--- src/rtl/pedal_draw_scheduler.sv ---
`default_nettype none
// ============================================================================
// Module   : pedal_draw_scheduler
// Purpose  : Dirty-driven pixel writer for the 160x120 VGA adapter. Repaints
//            four pedal status boxes and a 10-segment level meter, one pixel
//            per clock, whenever the displayed state of an object changes.
// Revision : 1.0 - initial release
// ============================================================================
module pedal_draw_scheduler #(
    parameter int          PEDAL_W     = 16,
    parameter int          PEDAL_H     = 8,
    parameter int          PEDAL_Y     = 47,
    parameter int          PEDAL_X0    = 42,
    parameter int          PEDAL_X1    = 66,
    parameter int          PEDAL_X2    = 90,
    parameter int          PEDAL_X3    = 113,
    parameter int          SEG_W       = 4,
    parameter int          SEG_H       = 6,
    parameter int          SEG_PITCH   = 6,
    parameter int          METER_X     = 40,
    parameter int          METER_Y     = 100,
    parameter logic [8:0]  ON_COLOR    = 9'h1C1,
    parameter logic [8:0]  OFF_COLOR   = 9'h100,
    parameter logic [8:0]  LIT_COLOR   = 9'h1B6,
    parameter logic [8:0]  UNLIT_COLOR = 9'h000
) (
    input  logic        CLOCK_50,
    input  logic        reset,
    input  logic [3:0]  enable,
    input  logic [9:0]  level,
    output logic [7:0]  x,
    output logic [6:0]  y,
    output logic [8:0]  color,
    output logic        write,
    output logic        busy
);

    // Offset counters cover the largest object dimension.
    localparam int c_MAX_P = (PEDAL_W > PEDAL_H) ? PEDAL_W : PEDAL_H;
    localparam int c_MAX_S = (SEG_W > SEG_H) ? SEG_W : SEG_H;
    localparam int c_MAXD  = (c_MAX_P > c_MAX_S) ? c_MAX_P : c_MAX_S;
    localparam int c_OW    = (c_MAXD > 1) ? $clog2(c_MAXD) : 1;

    localparam logic [c_OW-1:0] c_PW_LAST = c_OW'(PEDAL_W - 1);
    localparam logic [c_OW-1:0] c_PH_LAST = c_OW'(PEDAL_H - 1);
    localparam logic [c_OW-1:0] c_SW_LAST = c_OW'(SEG_W - 1);
    localparam logic [c_OW-1:0] c_SH_LAST = c_OW'(SEG_H - 1);

    localparam logic [1:0] c_IDLE = 2'd0;
    localparam logic [1:0] c_LOAD = 2'd1;
    localparam logic [1:0] c_DRAW = 2'd2;

    logic [1:0]       r_state;
    logic [3:0]       r_en_q;
    logic [9:0]       r_lv_q;
    logic [13:0]      r_dirty;
    logic [7:0]       r_ox;
    logic [6:0]       r_oy;
    logic [c_OW-1:0]  r_lx;
    logic [c_OW-1:0]  r_ly;
    logic [c_OW-1:0]  r_cx;
    logic [c_OW-1:0]  r_cy;
    logic [7:0]       r_x;
    logic [6:0]       r_y;
    logic [8:0]       r_color;
    logic             r_write;

    logic [13:0]      w_set;
    logic [13:0]      w_clr;
    logic [3:0]       w_sel;
    logic [3:0]       w_seg;
    logic [7:0]       w_ox;
    logic [6:0]       w_oy;
    logic [c_OW-1:0]  w_lx;
    logic [c_OW-1:0]  w_ly;
    logic [8:0]       w_col;
    logic [c_OW-1:0]  w_cx_inc;
    logic [c_OW-1:0]  w_cy_inc;

    assign x     = r_x;
    assign y     = r_y;
    assign color = r_color;
    assign write = r_write;
    assign busy  = (r_state != c_IDLE);

    assign w_set    = {level ^ r_lv_q, enable ^ r_en_q};
    assign w_cx_inc = r_cx + 1'b1;
    assign w_cy_inc = r_cy + 1'b1;

    // Fixed-priority pick of the lowest-index dirty object; cleared on LOAD.
    always_comb begin
        w_sel = 4'd0;
        for (int i = 13; i >= 0; i--) begin
            if (r_dirty[i]) w_sel = 4'(i);
        end
        w_clr = '0;
        if (r_state == c_LOAD) w_clr[w_sel] = 1'b1;
    end

    // Origin, extent and colour of the selected object from the snapshots.
    always_comb begin
        w_seg = 4'd0;
        w_ox  = 8'(METER_X);
        w_oy  = 7'(METER_Y);
        w_lx  = c_SW_LAST;
        w_ly  = c_SH_LAST;
        w_col = UNLIT_COLOR;
        if (w_sel < 4'd4) begin
            w_oy  = 7'(PEDAL_Y);
            w_lx  = c_PW_LAST;
            w_ly  = c_PH_LAST;
            w_col = r_en_q[w_sel[1:0]] ? ON_COLOR : OFF_COLOR;
            case (w_sel[1:0])
                2'd0:    w_ox = 8'(PEDAL_X0);
                2'd1:    w_ox = 8'(PEDAL_X1);
                2'd2:    w_ox = 8'(PEDAL_X2);
                default: w_ox = 8'(PEDAL_X3);
            endcase
        end else begin
            w_seg = w_sel - 4'd4;
            w_ox  = 8'(METER_X + int'(w_seg) * SEG_PITCH);
            w_col = r_lv_q[w_seg] ? LIT_COLOR : UNLIT_COLOR;
        end
    end

    // Snapshot/dirty tracking and the IDLE/LOAD/DRAW pixel sequencer.
    always_ff @(posedge CLOCK_50) begin
        if (reset) begin
            r_state <= c_IDLE;
            r_en_q  <= '0;
            r_lv_q  <= '0;
            r_dirty <= '1;
            r_ox    <= '0;
            r_oy    <= '0;
            r_lx    <= '0;
            r_ly    <= '0;
            r_cx    <= '0;
            r_cy    <= '0;
            r_x     <= '0;
            r_y     <= '0;
            r_color <= '0;
            r_write <= 1'b0;
        end else begin
            r_en_q  <= enable;
            r_lv_q  <= level;
            // A set in the same cycle as a clear must win.
            r_dirty <= (r_dirty & ~w_clr) | w_set;
            case (r_state)
                c_IDLE: begin
                    r_write <= 1'b0;
                    if (|r_dirty) r_state <= c_LOAD;
                end
                c_LOAD: begin
                    // First pixel leaves on the same edge that enters DRAW.
                    r_ox    <= w_ox;
                    r_oy    <= w_oy;
                    r_lx    <= w_lx;
                    r_ly    <= w_ly;
                    r_cx    <= '0;
                    r_cy    <= '0;
                    r_x     <= w_ox;
                    r_y     <= w_oy;
                    r_color <= w_col;
                    r_write <= 1'b1;
                    r_state <= c_DRAW;
                end
                c_DRAW: begin
                    if (r_cx == r_lx && r_cy == r_ly) begin
                        r_write <= 1'b0;
                        r_state <= c_IDLE;
                    end else if (r_cx == r_lx) begin
                        r_cx <= '0;
                        r_cy <= w_cy_inc;
                        r_x  <= r_ox;
                        r_y  <= r_oy + 7'(w_cy_inc);
                    end else begin
                        r_cx <= w_cx_inc;
                        r_x  <= r_ox + 8'(w_cx_inc);
                    end
                end
                default: begin
                    r_write <= 1'b0;
                    r_state <= c_IDLE;
                end
            endcase
        end
    end

endmodule
`default_nettype wire

--- config.mk ---
export PLATFORM = sky130hd
export DESIGN_NAME = pedal_draw_scheduler
export DESIGN_NICKNAME = d
export VERILOG_FILES = /design/src/rtl/pedal_draw_scheduler.sv
export SDC_FILE = /design/constraint.sdc
export NUM_CORES = 1
export LEC_CHECK = 0
export ABC_AREA = 1
export CAP_MARGIN = 20
export CORE_ASPECT_RATIO = 1.1
export CORE_MARGIN = 4
export CORE_UTILIZATION = 50
export CTS_CLUSTER_DIAMETER = 60
export DETAILED_ROUTE_END_ITERATION = 10
export PLACE_DENSITY = 0.78
export SYNTH_ARGS = -nofsm -noshare
export SYNTH_HDL_FRONTEND = slang
export SYNTH_SLANG_ARGS = --single-unit
--- constraint.sdc ---
create_clock -name CLOCK_50 -period 3.5 [get_ports CLOCK_50]
set_clock_uncertainty 0.2 [all_clocks]
set_input_delay 0.525 -clock CLOCK_50 [delete_from_list [all_inputs] [get_ports CLOCK_50]]
set_output_delay 0.525 -clock CLOCK_50 [all_outputs]
set_load 0.02 [all_outputs]
Word-level counts from Yosys, hierarchy flattened:

Index checks and enable logic that the tools add are counted.

* bits of input ports: 16
* output and inout port bits: 26
* word-level logic and storage cells: 97
* register bits: 86

* order comparisons: 5
* multipliers: 1
* $add $sub $neg: 6
* equal/unequal tests: 10
* reduce and logical (&&, ||, !) cells: 10
* bitwise operators: 5
* multiplexer cells: 46

Operator list (number)
* 4-bit two-way mux: 19
* 8-bit two-way mux: 4
* 7-bit two-way mux: 3
* 7-bit case mux with 3 select lines: 1
* 9-bit two-way mux: 2
* 4-bit case mux with 2 select lines: 2
* 8-bit case mux with 2 select lines: 1
* 14-bit AND: 1
* 14-bit two-way mux: 1
* 14-bit inverter: 1
* 14-bit OR: 1
* 7-bit case mux with 2 select lines: 1
* 14-bit OR reduction: 1
* 4-bit by 5-bit < comparator with 1-bit output, second input constant: 2
* 10-bit bitwise XOR: 1
* 4-bit by 1-bit adder with 4-bit output, second input constant: 2
* 6-bit by 7-bit adder with 8-bit output, first input constant: 1
* 8-bit by 4-bit adder with 8-bit output: 1
* 4-bit equality test: 2
* 2-bit != test, second input constant: 4
* 7-bit by 4-bit adder with 7-bit output: 1
* 4-bit by 2-bit multiplier with 6-bit output, second input constant: 1
* 2-bit two-way mux: 3
* 2-bit case mux with 3 select lines: 1
* other kinds (17): 26

Logic depth before layout (Yosys ltp):

Gate-level depths: netlist (run 1).

* depth after elaboration: 22
* mapped depth: 26
* depth with buffers taken out: 26

Worst setup path after synthesis (run 1):

OpenSTA, ideal clock, no wires.

* path type: register to register
* from: register r_dirty[12]
* to: register r_x[7], in the netlist x[7]
* arrival time: 2.670 ns
* path buffers: 0
* library setup time: 0.068 ns
* required time: 3.232 ns
* clock period less this slack: 2.938 ns
* cell stages (with the launch flop): 27
* slack: 0.562 ns
* cell sequence: dfxtp_1 inv_1 nand2_1 nand2_1 nand2_1 nand2_1 nand2_1 nand2_1 nand2_1 nand2_1 nand2_1 nand2_1 nand2_1 nand2_1 nand2_1 inv_1 ha_1 fa_1 xnor2_1 ha_1 inv_1 nand2_1 nand2_1 or2_1 a21oi_1 o21ai_1 a21oi_2

* word-level cells in the longest chain between the ends: 18
* elaborated cells between the ends (all ways): 19
* those cells by class: add/sub: 2; mul: 1; order compare: 1; mux: 15

Ends and longest elaborated chain
* from (decl): line 56 `logic [13:0] r_dirty;`
* from (signal assigned): line 147 `r_dirty <= (r_dirty & ~w_clr) | w_set;`
* 4-bit two-way mux (*) (13 in a row): line 94 `if (r_dirty[i]) w_sel = 4'(i);`
* 4-bit by 3-bit subtractor with 4-bit output: line 120 `w_seg = w_sel - 4'd4;`
* 4-bit by 2-bit multiplier with 6-bit output: line 121 `w_ox = 8'(METER_X + int'(w_seg) * SEG_PITCH);`
* 6-bit by 7-bit adder with 8-bit output: line 121
* 8-bit two-way mux (*): line 108 `if (w_sel < 4'd4) begin`
* 8-bit case mux with 2 select lines (*): line 148 `case (r_state)`
* to (signal assigned): line 161 `r_x <= w_ox;`
* to (signal assigned): line 174 `r_x <= r_ox;`
* to (signal assigned): line 178 `r_x <= r_ox + 8'(w_cx_inc);`
* to (decl): line 63 `logic [7:0] r_x;`

Every way passes the cells marked *; elsewhere a longest branch is shown, timed or not.
A chain may end at the register's enable or synchronous reset.

Worst setup path in the final report (run 1):

* from: register r_dirty[11]
* to: register r_x[7], in the netlist x[7]

* word-level cells in the longest chain between the ends: 17
* elaborated cells between the ends (all ways): 18
* those cells by class: add/sub: 2; mul: 1; order compare: 1; mux: 14

Ends and longest elaborated chain (line)
* 4-bit two-way mux (*) (12 in a row): 94
* 4-bit by 3-bit subtractor with 4-bit output: 120
* 4-bit by 2-bit multiplier with 6-bit output: 121
* 6-bit by 7-bit adder with 8-bit output: 121
* 8-bit two-way mux (*): 108
* 8-bit case mux with 2 select lines (*): 148

Marks and branches as above.

==> impl_results.md, run 1 <==
- Most common cell after layout, fill and taps aside: inv_1
- Post-layout min period: about 3.2 ns
- Netlist cell types: 41
- Core area: 7170 µm²
- CP cell instances: nor2_2 -> o311ai_0 -> nand3_1 -> nand3_1 -> nand3_1 -> inv_1 -> buf_4 -> ha_1 -> a21oi_1 -> or2_0 -> nand2_1 -> xor2_1 -> nand2_1 -> nand2_1 -> or2_1 -> a21oi_1 -> o21ai_1 -> a21oi_2
- Worst path bufs/invs: 2
- Final Hold Violating Endpoints: 0
- Critical Path Fanout Max: 7
- FF+latch count, synth: 69
- Drc violations: 0
- RD Place Congestion: 0.866
- Final core utilization: 61.2%
- Die area: 8990 µm²
- Largest net degree at the start of global routing: 50
- Final wirelength: 8.72 mm
- IO Port Bufs: 40
- Synth-to-Final Area Change: 16.5%
- H-tree Lvls: 3
- Worst hold margin: approximately 0.27 ns
- CP Capture Type: register
- TritonCTS Buffers: 9
- HP Class: reg2reg
- Cell area after synthesis: about 3800 µm²
- First-pass GRT wire length: roughly 15 mm
- Power per cell area: 589 nW/µm²
- Slowest stage delay, CP: about 0.36 ns
- Max VDD drop: 313 µV
- Register-to-Register Path Depth: 18
- Slew headroom: 60.0%
- Top post-synthesis cells by area: dfxtp_1 37%, ha_1 9.0%, inv_1 7.6%
- Nets: around 600
- CP Class: reg2reg
- Pre-Repair DR Iteration Count: 5
- Status: complete, no violations
- Clock Root Buffer: clkbuf_8
- Clk slew on worst S/H paths: 0.07 ns
- Resized Gates After CTS: 0
- Initial DRC Count: 170
- Worst path arrival time: about 3.3 ns
- GRT Util Overall: 20.1%
- Final period util: between 90 and 100%
- Postcts setup bufs: 0
- Ports: 42
- Leak: 2.06 nW
- WL per Instance: 13.6 µm
- Slew of the pin with the lowest slew margin: 0.599 ns
- Starting density of the core: 52.6%
- Syn_nets: 562
- Clock Sinks: 69
- Most frequent cells in the layout: 76 x inv_1, 69 x nand2_1, 69 x dfxtp_1
- Worst endpoint required time: between 3 and 4 ns
- Total global routing overflow: 0
- Mean Syn Cell Area: approximately 7.3 µm²
- Final setup vio count: 0
- Slowest CP cell: dfxtp_1
- RSZ-0062 raised after global routing: no
- Synthesis Warnings: 0
- N_diodes: 0
- Hold path cells: 2
- Setup TNS: 0 ns
- Clk buf depth: 2
- Worst skew pair latency: ~0.35 ns
- Vias in the first global route: 3174
- Vias per cell: 5.35
- Routed Antenna Nets: 0
- Fmax: between 0.3 and 0.4 GHz
- Die width: 90.8 µm
- Layout cells sized above 1: 5.95%
- CTS tree: yes
- Max Transition Viols Final: 0
- Die height: 99.1 µm
- Crit start category: register
- # hold bufs at CTS: 0
- Post-synthesis sequential area ratio: 36.7%
- CP top delay family: simple AND/OR/NAND/NOR gates
- Leading area contributor after synthesis: dfxtp_1
- Row cnt: 32
- Critical Path Stages: 18
- Initial antenna violation count: 0
- Post-Synthesis Cells: 516
- Post-synth top area share: 36.7%
- Max-cap viol count: 0
- Via Count: 3426
- HPWL after DPL: 6.51 mm
## Yosys cell counts
| master | count |
|---|---|
| a211oi_1 | 3 |
| a21o_1 | 1 |
| a21oi_1 | 52 |
| a21oi_2 | 1 |
| a22oi_1 | 4 |
| a31oi_1 | 4 |
| a41oi_1 | 1 |
| and2_1 | 1 |
| buf_1 | 2 |
| buf_2 | 2 |
| buf_4 | 6 |
| buf_6 | 1 |
| clkbuf_1 | 10 |
| clkinv_1 | 2 |
| conb_1 | 1 |
| dfxtp_1 | 69 |
| fa_1 | 3 |
| ha_1 | 27 |
| inv_1 | 76 |
| inv_2 | 6 |
| nand2_1 | 69 |
| nand2_2 | 2 |
| nand3_1 | 21 |
| nand3b_1 | 3 |
| nand4_1 | 2 |
| nor2_1 | 54 |
| nor2_2 | 1 |
| nor3_1 | 6 |
| o211ai_1 | 18 |
| o21a_1 | 1 |
| o21ai_0 | 44 |
| o21ai_1 | 1 |
| o21ai_2 | 1 |
| o21bai_1 | 1 |
| o22ai_1 | 2 |
| o311ai_0 | 1 |
| or2_0 | 1 |
| or2_1 | 2 |
| or2_2 | 3 |
| xnor2_1 | 2 |
| xor2_1 | 9 |
## stage by stage
step	instance area, µm²	cells	power (mW)	setup slack [ns]
4_1_cts	4390	640	2.60	0.244
3_5_place_dp	4190	624	1.95	0.267
2_1_floorplan	3770	516	1.62	0.562
5_1_grt	4390	640	2.75	0.0184
6_report	4390	640	2.59	0.270
3_3_place_gp	4190	624	1.93	0.346
## worst register-to-register path: stages (launching register included)
cell and delay, ns:
dfxtp_1 0.36, nor2_2 0.06, o311ai_0 0.31, nand3_1 0.12, nand3_1 0.09, nand3_1 0.23, inv_1 0.28, buf_4 0.18
ha_1 0.17, a21oi_1 0.06, or2_0 0.22, nand2_1 0.08, xor2_1 0.22, nand2_1 0.09, nand2_1 0.08, or2_1 0.12
a21oi_1 0.06, o21ai_1 0.11, a21oi_2 0.07
## logic make-up after synthesis
family	after synthesis	share of synthesized area (%)
AO/OA/AOI/OAI	135	20.4
XOR/XNOR	11	2.56
adder cells (fa/ha/maj)	30	10.6
buffers and inverters	105	11.3
flip-flops	69	36.7
other	1	0.0995
AND/OR/NAND/NOR	165	18.4
## per-layer routing
layer,wire length (µm),vias up,track usage (%)
met5,0,-,0
met4,266,0,10.8
met3,429,22,3.28
met2,4280,96,34.6
met1,3740,1559,24.1
li1,-,1749,-
## flip-flops by register name (all words and copies together), names as in the netlist
register and cells:
r_state 2, r_cy 4, r_lx 2, r_oy 1
r_en_q 4, y 7, r_ox 8, x 8
r_lv_q 10, write 1, r_cx 4, r_dirty 14
color 4
## power breakdown
part,switching [mW],internal [mW],total [mW]
Clock,0.302,0.347,0.649
Sequential,0.0837,0.921,1.00
Combinational,0.577,0.356,0.933
Total,0.963,1.62,2.59
## cell type report
cell class | count | area [µm²]
clock inverters | 4 | 47.5
flip-flops and latches | 69 | 1380
multi-input cells | 342 | 1960
clock buffers | 12 | 145
inverters | 84 | 315
well taps | 85 | 106
fillers | 643 | 2780
repair buffers | 44 | 430
## final timing paths
path | start | endpoint | slack [ns]
worst max register to register | r_dirty[11] | x[7] | 0.27
worst min register to register | x[5] | x[5] | 0.27
worst max-delay path | r_dirty[11] | x[7] | 0.27
worst min-delay path | x[5] | x[5] | 0.27
Note: power is estimated with default switching activity, not from simulation.
==> run 2, diff against run 1 <==
--- a/config.mk
+++ b/config.mk
@@ -9,10 +9,10 @@
 export CAP_MARGIN = 20
 export CORE_ASPECT_RATIO = 1.1
 export CORE_MARGIN = 4
-export CORE_UTILIZATION = 50
+export CORE_UTILIZATION = 43
 export CTS_CLUSTER_DIAMETER = 60
 export DETAILED_ROUTE_END_ITERATION = 10
-export PLACE_DENSITY = 0.78
+export PLACE_DENSITY = 0.7
 export SYNTH_ARGS = -nofsm -noshare
 export SYNTH_HDL_FRONTEND = slang
 export SYNTH_SLANG_ARGS = --single-unit
==> run 2 against run 1 <==
- largest power group unchanged
- first-iteration DRC count is 16% lower
- critical endpoint unchanged
- final cell count grew 4.2%
- combinational power barely moved
- critical path depth rose by 8
- via count shrank 2.1%
- utilization is 8.6 points lower
- sequential power about the same
==> impl_results.md, run 2 (synthesis results as in run 1) <==
- IO Port Bufs: 40
- Worst path arrival time: 3.23 ns
- Hold path cells: 2
- HPWL after DPL: 6.59 mm
- Routed Antenna Nets: 0
- # fillers: around 840
- Min-Delay Startpoint: y[4]
- Pre-Repair DR Iteration Count: 4
- Register-to-Register Path Depth: 26
- Reg area: 1380 µm²
- Total global routing overflow: 0
- Layout cells sized above 1: between 6 and 7%
- # hold bufs at CTS: 0
- CP Class: reg2reg
- Initial DRC Count: 143
- RD Place Congestion: 0.877
- Clock Root Buffer: clkbuf_8
- RSZ-0062 raised after global routing: no
- Most frequent cells in the layout: 75 x inv_1, 69 x nand2_1, 69 x dfxtp_1
- Clk buf depth: 2
- R2R Path End: x[7]
- Clk slew on worst S/H paths: around 0.080 ns
- WL per Instance: ~13 µm
- Final Hold Violating Endpoints: 0
- Largest net degree at the start of global routing: 50
- Biggest registers after layout: r_dirty (14), r_lv_q (10)
- FF-to-FF Start: r_dirty[12]
- Fmax: 0.317 GHz
- Max reg flops: 14
- HP Class: reg2reg
- Ports: 42
- GRT Util Overall: about 18%
- Die area: 10300 µm²
- Vias in the first global route: 3228
- TritonCTS Buffers: 9
- Drc violations: 0
- Vias per cell: 5.03
- Die width: 97.3 µm
- Via Count: 3355
- R2r setup slk: roughly 0.35 ns
- H-tree Lvls: 3
- Most common cell after layout, fill and taps aside: inv_1
- CP Capture Type: register
- Critical Path Fanout Max: 6
- Worst endpoint required time: 3.58 ns
- Slew of the pin with the lowest slew margin: 0.574 ns
- Final setup vio count: 0
- Post-layout min period: ~3.1 ns
- First-pass GRT wire length: 15.2 mm
- Clock Sinks: roughly 70
- Area of the multi-input gates: ~2000 µm²
- N_diodes: 0
- Core area: 8450 µm²
- Starting density of the core: 44.6%
- Initial antenna violation count: 0
- Met1 usage: 21.9%
- Row cnt: 35
- Final period util: ~90%
- Max Transition Viols Final: 0
- Post-place instance area: 4230 µm²
- Synth-to-Final Area Change: 18.1%
- Slew headroom: 61.7%
- Worst hold margin: 0.269 ns
- Setup TNS: 0 ns
- Power per cell area: 595 nW/µm²
- Final wirelength: approximately 8.9 mm
- Leak: about 2 nW
- CTS tree: yes
- Worst hold endpoint: y[4]
- Met2 usage: 31.5%
- Nets: roughly 600
- Max-cap viol count: 0
- Met3 Resource Use GR: approximately 4.0%
- Final Instance Area: between 4000 and 5000 µm²
- Die height: between 100 and 150 µm
- GRT busiest layer: met2
- Reg with most FFs: r_dirty
- Max VDD drop: ~280 µV
- Crit start category: register
- Worst skew pair latency: 0.35 ns
- Status: complete, no violations
-- run 2: area by class of cell --
type                       instances  area share [%]
clock buffer                      10            2.87
clock inverter                     6            1.97
multi-input combinational        342            44.1
timing repair buffer              45            9.84
tap                              111            3.12
inverter                          84            7.08
sequential                        69            31.0
-- run 2: layer usage --
metal / vias to the layer above / share of wire [%]
li1: 1747 / -
met1: 1540 / 45
met2: 57 / 50
met3: 11 / 4.2
met4: 0 / 1.3
met5: - / 0
-- run 2: worst max-delay path by stage --
stage,startpoint,endpoint
floorplan,r_dirty[12],x[7]
global placement,r_dirty[12],x[7]
detailed placement,r_dirty[12],x[7]
CTS,r_dirty[12],x[7]
global route,r_dirty[12],x[7]
finish,r_dirty[12],x[7]
-- run 2: through the flow --
step	setup slack [ns]	total power, mW	util, %	cells
floorplan	0.562	1.62	-	516
global placement	0.336	1.93	50.1	651
detailed placement	0.290	1.95	50.1	651
CTS	0.268	2.67	52.6	667
global route	0.0502	2.83	52.7	667
finish	0.350	2.65	52.7	667
-- run 2: report_power, final --
group	leakage [nW]	internal [mW]	switching [mW]	total [mW]
logic	1.40	0.356	0.574	0.930
clock network	0.0985	0.400	0.315	0.714
registers	0.566	0.920	0.0832	1.00
total	2.06	1.68	0.972	2.65
-- run 2: repair_timing --
| item | CTS | global route |
|---|---|---|
| resized for setup | 0 | 2 |
| setup endpoints to repair | 0 | 3 |
| buffers inserted | 0 | 0 |
-- run 2: critical path, cell delays in order (launching register included) --
cell and delay (ns):
dfxtp_1 0.35, inv_1 0.05, nand2_1 0.05, nand2_1 0.05
nand2_1 0.05, nand2_1 0.04, nand2_1 0.05, nand2_1 0.04
nand2_1 0.05, nand2_1 0.05, nand2_1 0.05, nand2_1 0.04
nand2_1 0.05, nand2_1 0.11, nand2_1 0.12, inv_2 0.08
ha_2 0.22, fa_1 0.40, xnor2_1 0.18, ha_1 0.16
inv_1 0.05, nand2_1 0.05, nand2_1 0.05, or2_1 0.22
a21oi_1 0.11, o21ai_1 0.09, a21oi_2 0.12
